$ cat src/rtl/types.sv
// Shared NoC types: node IDs, flit layout and the reserved destination IDs.
package types;

  typedef logic [7:0] node_id_t;

  typedef struct packed {
    node_id_t    src_id;
    node_id_t    dst_id;
    logic [31:0] payload;
  } flit_t;

  localparam node_id_t BROADCAST_ID = 8'hFF;
  localparam node_id_t ROOT_ID      = 8'h00;

  // Destination match plus self-echo rejection: a node never keeps its own flits.
  function automatic logic is_addr_match(input flit_t f, input node_id_t my_id,
                                         input logic is_root);
    logic w_dst_ok;
    w_dst_ok = (f.dst_id == my_id) || (f.dst_id == BROADCAST_ID) ||
               (is_root && (f.dst_id == ROOT_ID));
    return w_dst_ok && (f.src_id != my_id);
  endfunction

endpackage

$ cat src/rtl/flit_fifo.sv
// Power-of-two receive FIFO over types::flit_t with registered pointers and level.
module flit_fifo
  import types::*;
#(
  parameter int DEPTH = 4
) (
  input  logic                   clk,
  input  logic                   rst_n,
  input  logic                   push,
  input  flit_t                  push_data,
  input  logic                   pop,
  output flit_t                  head,
  output logic                   head_valid,
  output logic                   full,
  output logic [$clog2(DEPTH):0] level
);

  localparam int PTR_W = $clog2(DEPTH);
  localparam int LVL_W = PTR_W + 1;
  localparam logic [LVL_W-1:0] FULL_LVL = LVL_W'(DEPTH);

  flit_t              r_mem [DEPTH];
  logic [PTR_W-1:0]   r_wr_ptr;
  logic [PTR_W-1:0]   r_rd_ptr;
  logic [LVL_W-1:0]   r_level;
  logic               w_push;
  logic               w_pop;

  assign full       = (r_level == FULL_LVL);
  assign head_valid = (r_level != {LVL_W{1'b0}});
  assign w_push     = push & ~full;
  assign w_pop      = pop & head_valid;
  assign level      = r_level;
  // Head is forced to zero when empty so reset/empty never exposes stale storage.
  assign head       = head_valid ? r_mem[r_rd_ptr] : '0;

  always_ff @(posedge clk) begin
    if (w_push) begin
      r_mem[r_wr_ptr] <= push_data;
    end
  end

  always_ff @(posedge clk or negedge rst_n) begin
    if (!rst_n) begin
      r_wr_ptr <= {PTR_W{1'b0}};
      r_rd_ptr <= {PTR_W{1'b0}};
      r_level  <= {LVL_W{1'b0}};
    end else begin
      if (w_push) begin
        r_wr_ptr <= r_wr_ptr + PTR_W'(1);
      end
      if (w_pop) begin
        r_rd_ptr <= r_rd_ptr + PTR_W'(1);
      end
      case ({w_push, w_pop})
        2'b10:   r_level <= r_level + LVL_W'(1);
        2'b01:   r_level <= r_level - LVL_W'(1);
        default: r_level <= r_level;
      endcase
    end
  end

endmodule

$ cat src/rtl/normal_flit_receiver.sv
// Link-side flit receiver: address filtering, saturating counters, buffered output.
module normal_flit_receiver
  import types::*;
#(
  parameter int FIFO_DEPTH = 4,
  parameter bit IS_ROOT    = 1'b0
) (
  input  logic                        nocclk,
  input  logic                        rst_n,
  input  node_id_t                    this_node_id,
  input  flit_t                       flit_in,
  input  logic                        flit_in_valid,
  output logic                        flit_in_ready,
  output flit_t                       flit_out,
  output logic                        flit_out_valid,
  input  logic                        flit_out_ready,
  output logic [15:0]                 accept_count,
  output logic [15:0]                 drop_count,
  output logic [$clog2(FIFO_DEPTH):0] fifo_level
);

  localparam logic [15:0] CNT_MAX = 16'hFFFF;

  logic        r_ready_en;
  logic [15:0] r_accept_count;
  logic [15:0] r_drop_count;
  logic        w_full;
  logic        w_xfer;
  logic        w_match;
  logic        w_accept;
  logic        w_drop;

  // Ready is built purely from registers; r_ready_en holds it low until the first edge out of reset.
  assign flit_in_ready = r_ready_en & ~w_full;
  assign w_xfer        = flit_in_valid & flit_in_ready;
  assign w_match       = is_addr_match(flit_in, this_node_id, IS_ROOT);
  assign w_accept      = w_xfer & w_match;
  assign w_drop        = w_xfer & ~w_match;
  assign accept_count  = r_accept_count;
  assign drop_count    = r_drop_count;

  flit_fifo #(
    .DEPTH(FIFO_DEPTH)
  ) u_fifo (
    .clk       (nocclk),
    .rst_n     (rst_n),
    .push      (w_accept),
    .push_data (flit_in),
    .pop       (flit_out_ready),
    .head      (flit_out),
    .head_valid(flit_out_valid),
    .full      (w_full),
    .level     (fifo_level)
  );

  always_ff @(posedge nocclk or negedge rst_n) begin
    if (!rst_n) begin
      r_ready_en     <= 1'b0;
      r_accept_count <= 16'h0000;
      r_drop_count   <= 16'h0000;
    end else begin
      r_ready_en <= 1'b1;
      if (w_accept && (r_accept_count != CNT_MAX)) begin
        r_accept_count <= r_accept_count + 16'h0001;
      end
      if (w_drop && (r_drop_count != CNT_MAX)) begin
        r_drop_count <= r_drop_count + 16'h0001;
      end
    end
  end

endmodule

$ cat config.mk
export PLATFORM = sky130hd
export DESIGN_NAME = normal_flit_receiver
export DESIGN_NICKNAME = d
export VERILOG_FILES = /design/src/rtl/types.sv /design/src/rtl/flit_fifo.sv /design/src/rtl/normal_flit_receiver.sv
export SDC_FILE = /design/constraint.sdc
export NUM_CORES = 1
export LEC_CHECK = 0
export CORE_MARGIN = 4
export CORE_UTILIZATION = 42
export DETAILED_ROUTE_END_ITERATION = 10
export GPL_TIMING_DRIVEN = 0
export MAX_ROUTING_LAYER = met4
export PLACE_DENSITY_LB_ADDON = 0.1
export REMOVE_ABC_BUFFERS = 1
export SYNTH_ARGS = -nofsm -noshare
export SYNTH_HDL_FRONTEND = slang
export SYNTH_SLANG_ARGS = --single-unit
$ cat constraint.sdc
create_clock -name nocclk -period 2.9 [get_ports nocclk]
set_input_delay 0.58 -clock nocclk [delete_from_list [all_inputs] [get_ports nocclk]]
set_output_delay 0.58 -clock nocclk [all_outputs]
set_load 0.02 [all_outputs]
Word-level counts from Yosys, hierarchy flattened
Memories as Yosys holds them, arrays and structs flattened.
Cells that the tools add are included.
{"block": "totals", "out_inout_bits": 85, "mem_bits_rw": 192, "word_cells": 39, "mem_count": 1, "in_bits": 60, "regBits": 40}
{"name": "u_fifo.r_mem", "words": 4, "width": 48, "read_ports": 1, "rd_clocked_by_memory_dff": 0, "wr": 1, "line_no": "flit_fifo.sv:22", "text": "flit_t r_mem [DEPTH];"}
{"block": "classes", "addsub": 6, "n_mux": 4, "n_eq_ne": 8, "bitwise_logic": 8, "n_reduce_logical": 6}
{"cell": "$mux W48", "n": 1}
{"cell": "$add A16 B1 Y16 const B", "n": 2}
{"cell": "$ne A16 B16 Y1 const B", "n": 2}
{"cell": "$eq A8 B8 Y1", "n": 1}
{"cell": "$eq A8 B8 Y1 const B", "n": 1}
{"cell": "$ne A8 B8 Y1", "n": 1}
{"cell": "$and A1 B1 Y1", "n": 6}
{"cell": "$pmux W3 S2", "n": 1}
{"cell": "$add A2 B1 Y2 const B", "n": 2}
{"cell": "$add A3 B1 Y3 const B", "n": 1}
{"cell": "$eq A3 B3 Y1 const B", "n": 1}
{"cell": "$logic_and A1 B1 Y1", "n": 3}
{"cell": "$reduce_bool A3 Y1", "n": 1}
{"cell": "$sub A3 B1 Y3 const B", "n": 1}
{"cell": "$eq A2 B1 Y1 const B", "n": 1}
{"cell": "$eq A2 B2 Y1 const B", "n": 1}
{"cell": "$mux W1", "n": 2}
{"cell": "$not A1 Y1", "n": 2}
{"cell": "$reduce_bool A2 Y1", "n": 1}
{"cell": "$logic_or A1 B1 Y1", "n": 1}

Depth between registers and ports, before layout
Gate-level depths: netlist of the first run.
{"block": "logic_depth", "depth_word": 8, "mapped_depth": 12, "depth_no_buf": 11}

Cells and area by module
From an unflattened synthesis of the first run, not the netlist that was laid out.
{"block": "unflattened", "hier_cells": 505, "hier_area_um2": 9470.3}
{"module": "flit_fifo", "instances": 1, "seq_area_each_um2": 5940.7, "cells_each": 341, "area_each_um2": 7722.4}
{"module": "normal_flit_receiver", "instances": 1, "seq_area_each_um2": 825.8, "cells_each": 164, "area_each_um2": 1747.9}

Worst setup path before layout of the first run
OpenSTA, ideal clock, no wires.
{"block": "synth_path", "path_type": "input port to flip-flop", "start": "in flit_in[34] (netlist name)", "end": "mem u_fifo.r_mem[0][0] (netlist name) (enable)", "n_path_buf": 1, "stages": 6, "slack_ns": -0.357, "arrival_time_ns": 2.846, "cell_sequence": "xor2_1 nor4_4 a21oi_2 nor3_1 buf_2 and2_1"}
{"block": "synth_between", "elab_chain_cells": 7}
{"element": "from (decl)", "line_no": "normal_flit_receiver.sv:11", "text": "input flit_t flit_in,"}
{"element": "$eq A8 B8 Y1", "line_no": "types.sv:19", "text": "w_dst_ok = (f.dst_id == my_id) || (f.dst_id == BROADCAST_ID) ||"}
{"element": "$logic_or A1 B1 Y1 (*)", "line_no": "types.sv:19"}
{"element": "$logic_and A1 B1 Y1 (*)", "line_no": "types.sv:21", "text": "return w_dst_ok && (f.src_id != my_id);"}
{"element": "$and A1 B1 Y1 (*)", "line_no": "normal_flit_receiver.sv:37", "text": "assign w_accept = w_xfer & w_match;"}
{"element": "$and A1 B1 Y1 (*)", "line_no": "flit_fifo.sv:31", "text": "assign w_push = push & ~full;"}
{"element": "$mux W1 (*)", "line_no": "flit_fifo.sv:38", "text": "if (w_push) begin"}
{"element": "$mux W1 (not written as such) (*)", "line_no": "flit_fifo.sv:39", "text": "r_mem[r_wr_ptr] <= push_data;"}
{"element": "to (decl)", "line_no": "flit_fifo.sv:22"}
Mark *: on every way between the ends. The rest lies on a longest branch, timed or not.

==> results of run 1 <==
-- worst min-delay path by stage --
stage | start | endpoint | slack, ps | cells past startpoint
finish | rst_n | drop_count[10]$_DFFE_PN0P_ | 190 | 1
global route | rst_n | drop_count[5]$_DFFE_PN0P_ | 270 | 1
CTS | rst_n | drop_count[9]$_DFFE_PN0P_ | 220 | 1
detailed placement | accept_count[11]$_DFFE_PN0P_ | accept_count[11]$_DFFE_PN0P_ | 480 | 1
global placement | accept_count[11]$_DFFE_PN0P_ | accept_count[11]$_DFFE_PN0P_ | 480 | 1
floorplan | rst_n | accept_count[0]$_DFFE_PN0P_ | 280 | 0
-- where the power goes --
part           internal (mW)  switching [mW]  leakage [nW]
Sequential              3.71           0.149          2.23
Combinational           1.74            1.83          1.63
Clock                   1.96            1.26         0.420
-- cell usage after synthesis, types with 2 or more instances --
library cell  number
and2_1            53
a21oi_1            2
clkbuf_1           8
and3_1             4
nand2_1           12
ha_1               7
nand3_1           15
nor3_1             8
nor4_1             5
buf_1              3
edfxtp_1         192
xnor2_1           30
nand4_1           12
dfrtp_1           40
nor2_1             9
mux4_2            48
xor2_1            20
mux2_2             4
buf_2              6
inv_1             12
-- worst max-delay path: stages (launching register included) --
cell           delay, ps
dfrtp_4              410
buf_4                120
buf_8                170
mux4_2               520
and2_1               180
dlygate4sd2_1        340
-- repair_timing --
| action | 4_1_cts | 5_1_grt |
|---|---|---|
| pin swaps | 5 | 0 |
| hold buffers | 0 | 0 |
| buffers inserted | 7 | 3 |
| hold endpoints to repair | 0 | 0 |
| resized for setup | 61 | 10 |
| cloned | 6 | 1 |
| setup endpoints to repair | 248 | 17 |
-- logic make-up (layout without fill, tap and decap cells) --
logic type               Yosys count  after routing
buffers and inverters             31            217
adder cells (fa/ha/maj)            8              8
multiplexers                      53             53
XOR/XNOR                          50             50
flip-flops                       232            232
other                              1              3
AND/OR/NAND/NOR                  123            128
AO/OA/AOI/OAI                      9              9
-- registers in the layout (all words and copies together), names as in the netlist --
name             cells
r_ready_en           1
u_fifo.r_mem       192
drop_count          16
u_fifo.r_wr_ptr      2
accept_count        16
u_fifo.r_rd_ptr      2
u_fifo.level         3
-- routing by layer --
| metal | up-vias | share of wire | track usage |
|---|---|---|---|
| met5 | - | 0 | - |
| met4 | 0 | 0.019 | 0.03482 |
| met1 | 2600 | 0.42 | 0.2284 |
| met2 | 169 | 0.49 | 0.2894 |
| met3 | 31 | 0.078 | 0.04674 |
| li1 | 2313 | - | - |
-- layout make-up --
cell class / count / area [µm²]
flip-flops and latches: 232 / 6774
fillers: 1770 / 9697
diodes: 2 / 5.005
repair buffers: 159 / 1600
clock buffers: 28 / 646.9
clock inverters: 18 / 200.2
well taps: 280 / 350.3
multi-input cells: 249 / 2572
inverters: 12 / 45.04
-- cells in the final DEF (no fill, tap or decap), types with 3 or more instances in the layout --
cell,netlist,layout
inv_1,12,10
dfrtp_1,40,38
nor4_1,5,5
clkbuf_16,0,26
and2_1,53,49
and2_4,0,8
nand4_1,12,12
mux4_2,48,48
clkinv_1,0,3
and3_1,4,4
dlygate4sd2_1,0,40
clkdlybuf4s15_1,0,8
clkdlybuf4s50_1,0,95
clkinv_2,0,7
buf_4,1,7
mux2_2,4,4
nand2_1,12,12
nor3_1,8,7
ha_1,7,7
nor2_1,9,8
xnor2_1,30,30
nand3_1,15,14
edfxtp_1,192,192
xor2_1,20,20
bufinv_16,0,4
-- metrics by stage --
stage,hold WS (ps),std cells,total power [mW]
after detailed placement,483.0,915,7.567
after CTS,218.1,974,10.71
after global routing,270.1,980,11.17
after floorplan,284.4,488,5.967
after global placement,478.9,912,7.554
final,192.4,980,10.66
==> run metrics, run 1 <==
Cell Rows 54; die height between 150 and 200 µm; initial drt markers 287; initial antenna violation count 3; Max H-tree Level 1; min Tclk post-route 2830 ps; Final Skew between 15 and 20 ps; core area approximately 22,000 µm²; largest net degree at the start of global routing just over 40; area growth from synthesis to layout 29.93%; Worst Path Arrival 2250 ps; CP endpoint kind primary output; clk_lat worst skew roughly 520 ps; Max VDD drop 533.5 µV; # nets final roughly 750; layout cells sized above 1 0.1891; Final TNS setup 0 ps; critical setup path kind reg2out; DRC violations left 0; Avg WL per Cell between 20 and 25 µm; area post-placement approximately 11,000 µm²; Synth Area in XOR/XNOR 0.04666; flop2flop setup slack 470 ps; Yosys cell types 37; Worst-path clk slew about 60 ps; pwr/cell area ~870 nW/µm²; Worst EP required 2320 ps; #FFs+latches synth around 230; Cells after Synth between 500 and 600; synth top area cells edfxtp_1 61%, mux4_2 12%, dfrtp_1 11%, and2_1 3.5%, xnor2_1 2.8%; Tcrit/Tclk final 0.9758; Vias per Instance 5.217; Initial Util 0.4287; largest family of logic cells by synthesized area multiplexers; die area 24,800 µm²; EDFF count, synth 192; Routed Antenna Nets 0; fin util 0.5570; worst setup path end flit_out[35]; Slew headroom 0.3995; Yosys warnings 0; detailed-route via count about 5,100; TritonCTS Buffers 25; gr usage total 0.1775; area leader, netlist edfxtp_1; IO buf count between 100 and 150; clk sinks ~230; syn_area_per_cell 18.51 µm²; Synth top area share 0.6143; num ports 145; Worst Path Max Fanout 10; Slew Limit Fails 0; result of the run completed; worst slack, placed -1388 ps; Bufs on Longest Clock Path 3; vias in the first global route approximately 5,500; mux contribution to synthesized area 0.1211; CTS tree yes; Top FF cell, synth edfxtp_1; unrepaired setup endpoints after global routing true; first-pass GRT wire length 32.04 mm; post-DP HPWL around 12 mm; Worst setup startpoint u_fifo.r_rd_ptr[0]$_DFFE_PN0P_; worst r2r src u_fifo.level[2]$_DFFE_PN0P_; Synth Cell Area between 9000 and 10,000 µm²; final setup fails 0; Fmax achieved approximately 0.35 GHz; grt total ovfl 0; Pre-Repair DR Iteration Count 4; static leakage about 4.3 nW; Synth Area in Simple Gates 0.07599; Hold Fails Final Rpt 0; Reg2Reg Capture Point u_fifo.level[2]$_DFFE_PN0P_; root buf cell clkbuf_16; DIE WIDTH approximately 160 µm; r2r worst-path depth 10; type of origin of the critical path register; async set-or-reset flop fraction in the synthesized netlist 0.1724; post-synthesis compound-gate area fraction 0.009065; post-route setup slack 70.04 ps; Finished Cell Area approximately 12,000 µm²; adder-cell area share of the yosys netlist 0.01147; routed wire length 21.18 mm; Seq/Total Area, Yosys 0.7210; GPL Wtd Cong about 0.84; worst-margin pin slew 900.8 ps; max cap viols 0; HP Class in2async
Note: power is estimated with default switching activity, not from simulation.
==> run 2: changes to the inputs <==
- SETUP_SLACK_MARGIN: not set -> 0.3
==> run 2 against run 1 <==
Against the previous run:
- final cell count is 1.1% higher
- largest power group is now combinational cells
- total power is 8.6% higher
- core utilization is 1.8 points higher
- routed wire length is 2.9% higher
- worst hold slack better by 4.4 ps
- via count is 1.1% higher
- clock skew is 5.9 ps lower
- first-iteration DRC count is 5.9% higher
==> run metrics, run 2 (synthesis results as in run 1) <==
routing usage on met3 0.04317 (-0.003574); max cap viols 0 (unchanged); gr usage total 0.1832 (+0.005727); Post-Place Cells 915 (unchanged); IO buf count 144 (unchanged); worst slack, placed -1388 ps (unchanged); core area 21,890 µm² (unchanged); post-route setup slack 255.5 ps (+185.4 ps); total power 11.58 mW (+8.6%); Seq pwr share 0.335 (-0.027); unrepaired setup endpoints after global routing true; Fillers 1,716 (-3.1%); num ports 145 (unchanged); Critical Path, Cell by Cell buf_4, buf_12, mux4_2, and2_1, buf_2; Tcrit/Tclk final 0.9119 (-0.06395); CTS tree yes; pwr/cell area 919.3 nW/µm² (+5.2%); TritonCTS Buffers 25 (unchanged); max reg flops 192 (unchanged); HP Class in2async; Critical-path top delay cell dfrtp_4; Worst setup startpoint u_fifo.r_rd_ptr[0]$_DFFE_PN0P_; Max VDD drop 548.7 µV (+2.8%); Avg WL per Cell 21.99 µm (+1.8%); type of origin of the critical path register; gr busiest metal met2; Slew headroom 0.3907 (-0.008776); detailed-route via count 5,170 (+1.1%); vias in the first global route 5,531 (+1.4%); Hold Fails Final Rpt 0 (unchanged); Worst EP required 2320 ps (about the same); most common cell after layout, fill and taps aside edfxtp_1; Bufs on Longest Clock Path 3 (unchanged); crit-path max cell delay 500 ps (-20 ps); root buf cell clkbuf_16; Finished Cell Area 12,590 µm² (+3.3%); Vias per Instance 5.217 (about the same); GRT met1 Usage 0.2408 (+0.01239); Worst Path Max Fanout 9 (-1); Reg2Reg Capture Point u_fifo.level[2]$_DFFE_PN0P_; Fmax achieved 0.3781 GHz (+7.0%); DRC violations left 0 (unchanged); initial antenna violation count 2 (-1); final setup fails 0 (unchanged); Routed Antenna Nets 0 (unchanged); Final TNS setup 0 ps (unchanged); post-DP HPWL 11.73 mm (unchanged); area post-placement 11,170 µm² (unchanged); largest net degree at the start of global routing 41 (unchanged); fin util 0.5753 (+0.01823); r2r worst-path depth 11 (+1); clk sinks 232 (unchanged); Comb power frac 0.386 (+0.051); clk_lat worst skew 520 ps (about the same); Worst Path Arrival 2060 ps (-190 ps); Final Skew 10.92 ps (-5.913 ps); Max H-tree Level 1 (unchanged); Pre-Repair DR Iteration Count 4 (unchanged); die area 24,800 µm² (unchanged); Buf/Inv on CP 3 (unchanged); result of the run completed; layout cells sized above 1 0.3329 (+0.1438); internal power 8.143 mW (+9.8%); static leakage 4.551 nW (+6.3%); Worst-path clk slew 60 ps (about the same); DIE WIDTH 157.5 µm (unchanged); area growth from synthesis to layout 34.18%; most frequent cells in the layout 192 x edfxtp_1, 86 x clkdlybuf4s50_1, 48 x mux4_2, 48 x and2_4, 43 x buf_6; hold slack final 196.7 ps (+4.377 ps); area of the multi-input gates 2725 µm² (+5.9%); worst-margin pin slew 913.9 ps (+13.16 ps); Slew Limit Fails 0 (unchanged); Initial Util 0.4287 (unchanged); flop2flop setup slack 550 ps (+80 ps); FF/Latch Area 6775 µm² (about the same); grt total ovfl 0 (unchanged); critical setup path kind reg2out; worst r2r src u_fifo.level[2]$_DFFE_PN0P_; first-pass GRT wire length 32.88 mm (+2.6%); min Tclk post-route 2645 ps (-185.4 ps); largest register by flop count u_fifo.r_mem; die height 157.5 µm (unchanged); CP top delay family flip-flops; initial drt markers 304 (+5.9%); Cell Rows 54 (unchanged); clock power share 0.279 (-0.024); GRT met2 Usage 0.2996 (+0.01018); CP endpoint kind primary output; NetSw 3.433 mW (+6.0%); GPL Wtd Cong 0.8408 (unchanged); Switching Fraction 0.2966 (-0.007461); Final Non-Filler Cells 991 (+1.1%); # nets final 758 (+1.5%); routed wire length 21.79 mm (+2.9%)
## run 2: repair_timing
| action | in CTS | in global routing |
|---|---|---|
| buffers inserted | 14 | 5 |
| setup endpoints to repair | 251 | 248 |
| gates cloned | 9 | 0 |
| hold buffers | 0 | 0 |
| resized for setup | 327 | 29 |
| pin swaps | 18 | 6 |
## run 2: per-layer routing
metal,wire (µm),vias up
li1,-,2331
met1,9248,2673
met2,10840,142
met3,1369,24
met4,337,0
met5,0,-
## run 2: worst max path at each step
| stage | to | depth (start not counted) |
|---|---|---|
| 6_report | flit_out[20] | 5 |
| 5_1_grt | flit_out[20] | 5 |
| 4_1_cts | flit_out[39] | 5 |
| 3_5_place_dp | u_fifo.r_mem[2][13]$_DFFE_PP_ | 6 |
| 3_3_place_gp | u_fifo.r_mem[0][12]$_DFFE_PP_ | 6 |
| 2_1_floorplan | u_fifo.r_mem[0][0]$_DFFE_PP_ | 5 |
## run 2: final cells by class
class | count | share of cell area
multi-input combinational | 249 | 0.2164
antenna | 2 | 0.0003974
inverter | 12 | 0.003875
clock inverter | 18 | 0.01590
sequential | 232 | 0.5380
timing repair buffer | 170 | 0.1462
clock buffer | 28 | 0.05137
tap | 280 | 0.02782
## run 2: worst register-to-register path, delay by kind of cell, from the launching register on
family                     cells  cell delay, ps
AOI/OAI and AO/OA              1             380
buffers and inverters          4             450
adders and majority gates      2             550
xor gates and xnor gates       2             290
and+or+nand+nor                2             220
DFF                            1             390
## run 2: power by group through the flow
stage | registers, mW | clock network [mW] | logic, mW
floorplan | 4.17 | 0 | 1.80
global placement | 4.27 | 0 | 3.29
detailed placement | 4.04 | 0 | 3.52
CTS | 3.87 | 3.29 | 4.45
global route | 3.89 | 3.46 | 4.75
finish | 3.88 | 3.23 | 4.47
==> run 3: changes to the inputs <==
- CELL_PAD_IN_SITES_DETAIL_PLACEMENT: not set -> 0
- CELL_PAD_IN_SITES_GLOBAL_PLACEMENT: not set -> 1
- CORE_UTILIZATION: 42 -> 41
==> run 3 against run 2 <==
Against the previous run:
- global-route usage decreased by 0.70 points
- worst hold slack improved by 1.4 ps
- combinational power increased by 6.3%
- sequential share of layout area decreased by 0.44 points
- total power decreased by 0.22%
- setup slack got worse by 94 ps
- non-clock buffer count increased by 18
- routed wire length increased by 3.4%
- final cell count increased by 2.2%
- via count increased by 1.2%
- register-to-register slack got worse by 30 ps
- flip-flop and latch count unchanged
- critical path type unchanged
==> run metrics, run 3 (synthesis results as in run 1) <==
Switching Fraction 0.2973 (+0.0006860); final setup fails 0 (unchanged); core area 22,570 µm² (+3.1%); Avg WL per Cell 22.25 µm (+1.2%); initial antenna violation count 1 (-1); CP endpoint kind primary output; Post-Place Cells 920 (+0.55%); Max Used Layer met4; Buf/Inv on CP 4 (+1); Critical-path top delay cell dfrtp_4; pwr/cell area 909.6 nW/µm² (-1.1%); crit-path max cell delay 520 ps (+20 ps); Critical Path, Cell by Cell buf_8, buf_16, buf_12, mux4_2, and2_4, buf_6; Worst EP required 2320 ps (about the same); Comb power frac 0.411 (+0.025); type of origin of the critical path register; clk sinks 232 (unchanged); CP top delay family buffers and inverters; Max H-tree Level 1 (unchanged); NetSw 3.434 mW (about the same); Worst Path Arrival 2160 ps (+100 ps); # nets final 780 (+2.9%); area growth from synthesis to layout 35.32%; Hold Fails Final Rpt 0 (unchanged); Reg2Reg Capture Point u_fifo.level[2]$_DFFE_PN0P_; IO buf count 144 (unchanged); Routed Antenna Nets 0 (unchanged); GPL Wtd Cong 0.7556 (-10%); Slew headroom 0.3944 (+0.003684); Post-CTS Hold Buffers 0 (unchanged); Slew Limit Fails 0 (unchanged); worst r2r src u_fifo.level[2]$_DFFE_PN0P_; Pre-Repair DR Iteration Count 6 (+2); Vias per Instance 5.164 (-1.0%); grt total ovfl 0 (unchanged); Worst Path Max Fanout 6 (-3); internal power 8.118 mW (-0.32%); Max VDD drop 549.3 µV (about the same); largest register by flop count u_fifo.r_mem; wl on met1 9.769 mm (+5.6%); metal2 WL 11.13 mm (+2.7%); most frequent cells in the layout 192 x edfxtp_1, 84 x clkdlybuf4s50_1, 49 x and2_4, 48 x mux4_2, 45 x buf_6; Final Skew 5.363 ps (-5.559 ps); worst-margin pin slew 908.4 ps (-5.525 ps); gr usage total 0.1762 (-0.007008); largest net degree at the start of global routing 41 (unchanged); first-pass GRT wire length 33.40 mm (+1.6%); clock power share 0.255 (-0.024); most common cell after layout, fill and taps aside edfxtp_1; Final Non-Filler Cells 1,013 (+2.2%); routed wire length 22.54 mm (+3.4%); Initial Util 0.4158 (-0.01293); max cap viols 0 (unchanged); DRC violations left 0 (unchanged); unrepaired setup endpoints after global routing true; clk_lat worst skew 510 ps (about the same); DIE WIDTH 159.3 µm (+1.1%); Seq pwr share 0.334 (about the same); Worst-path clk slew 60 ps (about the same); static leakage 4.624 nW (+1.6%); critical path depth in cells 6 (+1); Tcrit/Tclk final 0.9443 (+0.03240); r2r worst-path depth 11 (unchanged); detailed-route via count 5,231 (+1.2%); die height 159.3 µm (+1.1%); TritonCTS Buffers 25 (unchanged); Cell Rows 55 (+1.9%); die area 25,370 µm² (+2.3%); layout cells sized above 1 0.3343 (+0.001387); num ports 145 (unchanged); flop2flop setup slack 520 ps (-30 ps); CTS tree yes; initial drt markers 315 (+3.6%); Fmax achieved 0.3652 GHz (-3.4%); post-DP HPWL 11.73 mm (about the same); result of the run completed; vias in the first global route 5,663 (+2.4%); HP Class in2async; max reg flops 192 (unchanged); Final TNS setup 0 ps (unchanged); Bufs on Longest Clock Path 3 (unchanged); min Tclk post-route 2738 ps (+93.95 ps); WL met3 1.329 mm (-2.9%); root buf cell clkbuf_16; critical setup path kind reg2out; fin util 0.5626 (-0.01263)
## run 3: changes by cell type in the layout (fill, tap and decap cells not counted), sizes merged
| cell | delta |
|---|---|
| clkbuf | +13 |
| buf | +8 |
| and2 | +4 |
| clkinv | -4 |
| bufinv | -2 |
| clkdlybuf4s50 | -2 |
| dlymetal6s2s | +2 |
| inv | -2 |
| diode | -1 |
| dlygate4sd2 | +1 |
## run 3: cell type report
type                            count  area [µm²]
Inverter                           12       52.55
Sequential cell                   232        6777
Antenna cell                        1       2.502
Multi-Input combinational cell    253        2738
Timing Repair Buffer              188        2023
Clock buffer                       32       651.9
Tap cell                          285       356.6
Fill cell                        1775        9872
Clock inverter                     10       98.84
## run 3: what timing repair did
action | CTS | global route
setup endpoints to repair | 250 | 254
cloned | 8 | 5
pin swaps | 16 | 19
resized for setup | 228 | 115
buffers inserted | 25 | 12
## run 3: worst max path at each step
| stage | slack (ps) | start | endpoint |
|---|---|---|---|
| after floorplan | -620 | flit_in[34] | u_fifo.r_mem[0][0]$_DFFE_PP_ |
| after CTS | 90 | u_fifo.r_rd_ptr[0]$_DFFE_PN0P_ | flit_out[33] |
| after global placement | -2670 | flit_in[37] | u_fifo.r_mem[0][13]$_DFFE_PP_ |
| after detailed placement | -1270 | flit_in[37] | u_fifo.r_mem[0][27]$_DFFE_PP_ |
| after global routing | 100 | u_fifo.r_rd_ptr[0]$_DFFE_PN0P_ | flit_out[33] |
| final | 160 | u_fifo.r_rd_ptr[0]$_DFFE_PN0P_ | flit_out[19] |
## run 3: per-stage QoR
stage	worst slack [ps]	area, µm²	hold slack [ps]	power, mW
floorplan	-623.9	9295	284.4	5.967
global placement	-2672	11090	480.4	7.558
detailed placement	-1266	11180	491.9	7.562
CTS	89.83	12390	216.3	11.17
global route	96.25	12700	264.7	12.09
finish	161.5	12700	198.2	11.55
## run 3: metal layers
layer | vias to the layer above | track usage
met4 | 0 | 0.03077
met3 | 28 | 0.03702
met5 | - | -
met2 | 164 | 0.2860
met1 | 2671 | 0.2361
li1 | 2368 | -
## run 3: worst register-to-register path, stage by stage (launching register included)
cell,delay (ps)
dfrtp_1,400
clkinvlp_4,140
buf_4,170
o311ai_4,410
nor3_4,100
inv_1,80
ha_1,180
inv_1,60
fa_1,370
xor2_1,160
nor2_1,110
xnor2_1,130
## run 3: power by group through the flow
stage	clock network, mW	logic, mW	registers, mW
after floorplan	0	1.80	4.17
after global placement	0	3.29	4.27
after detailed placement	0	3.50	4.07
after CTS	3.03	4.30	3.84
after global routing	3.18	5.04	3.88
final	2.94	4.75	3.86
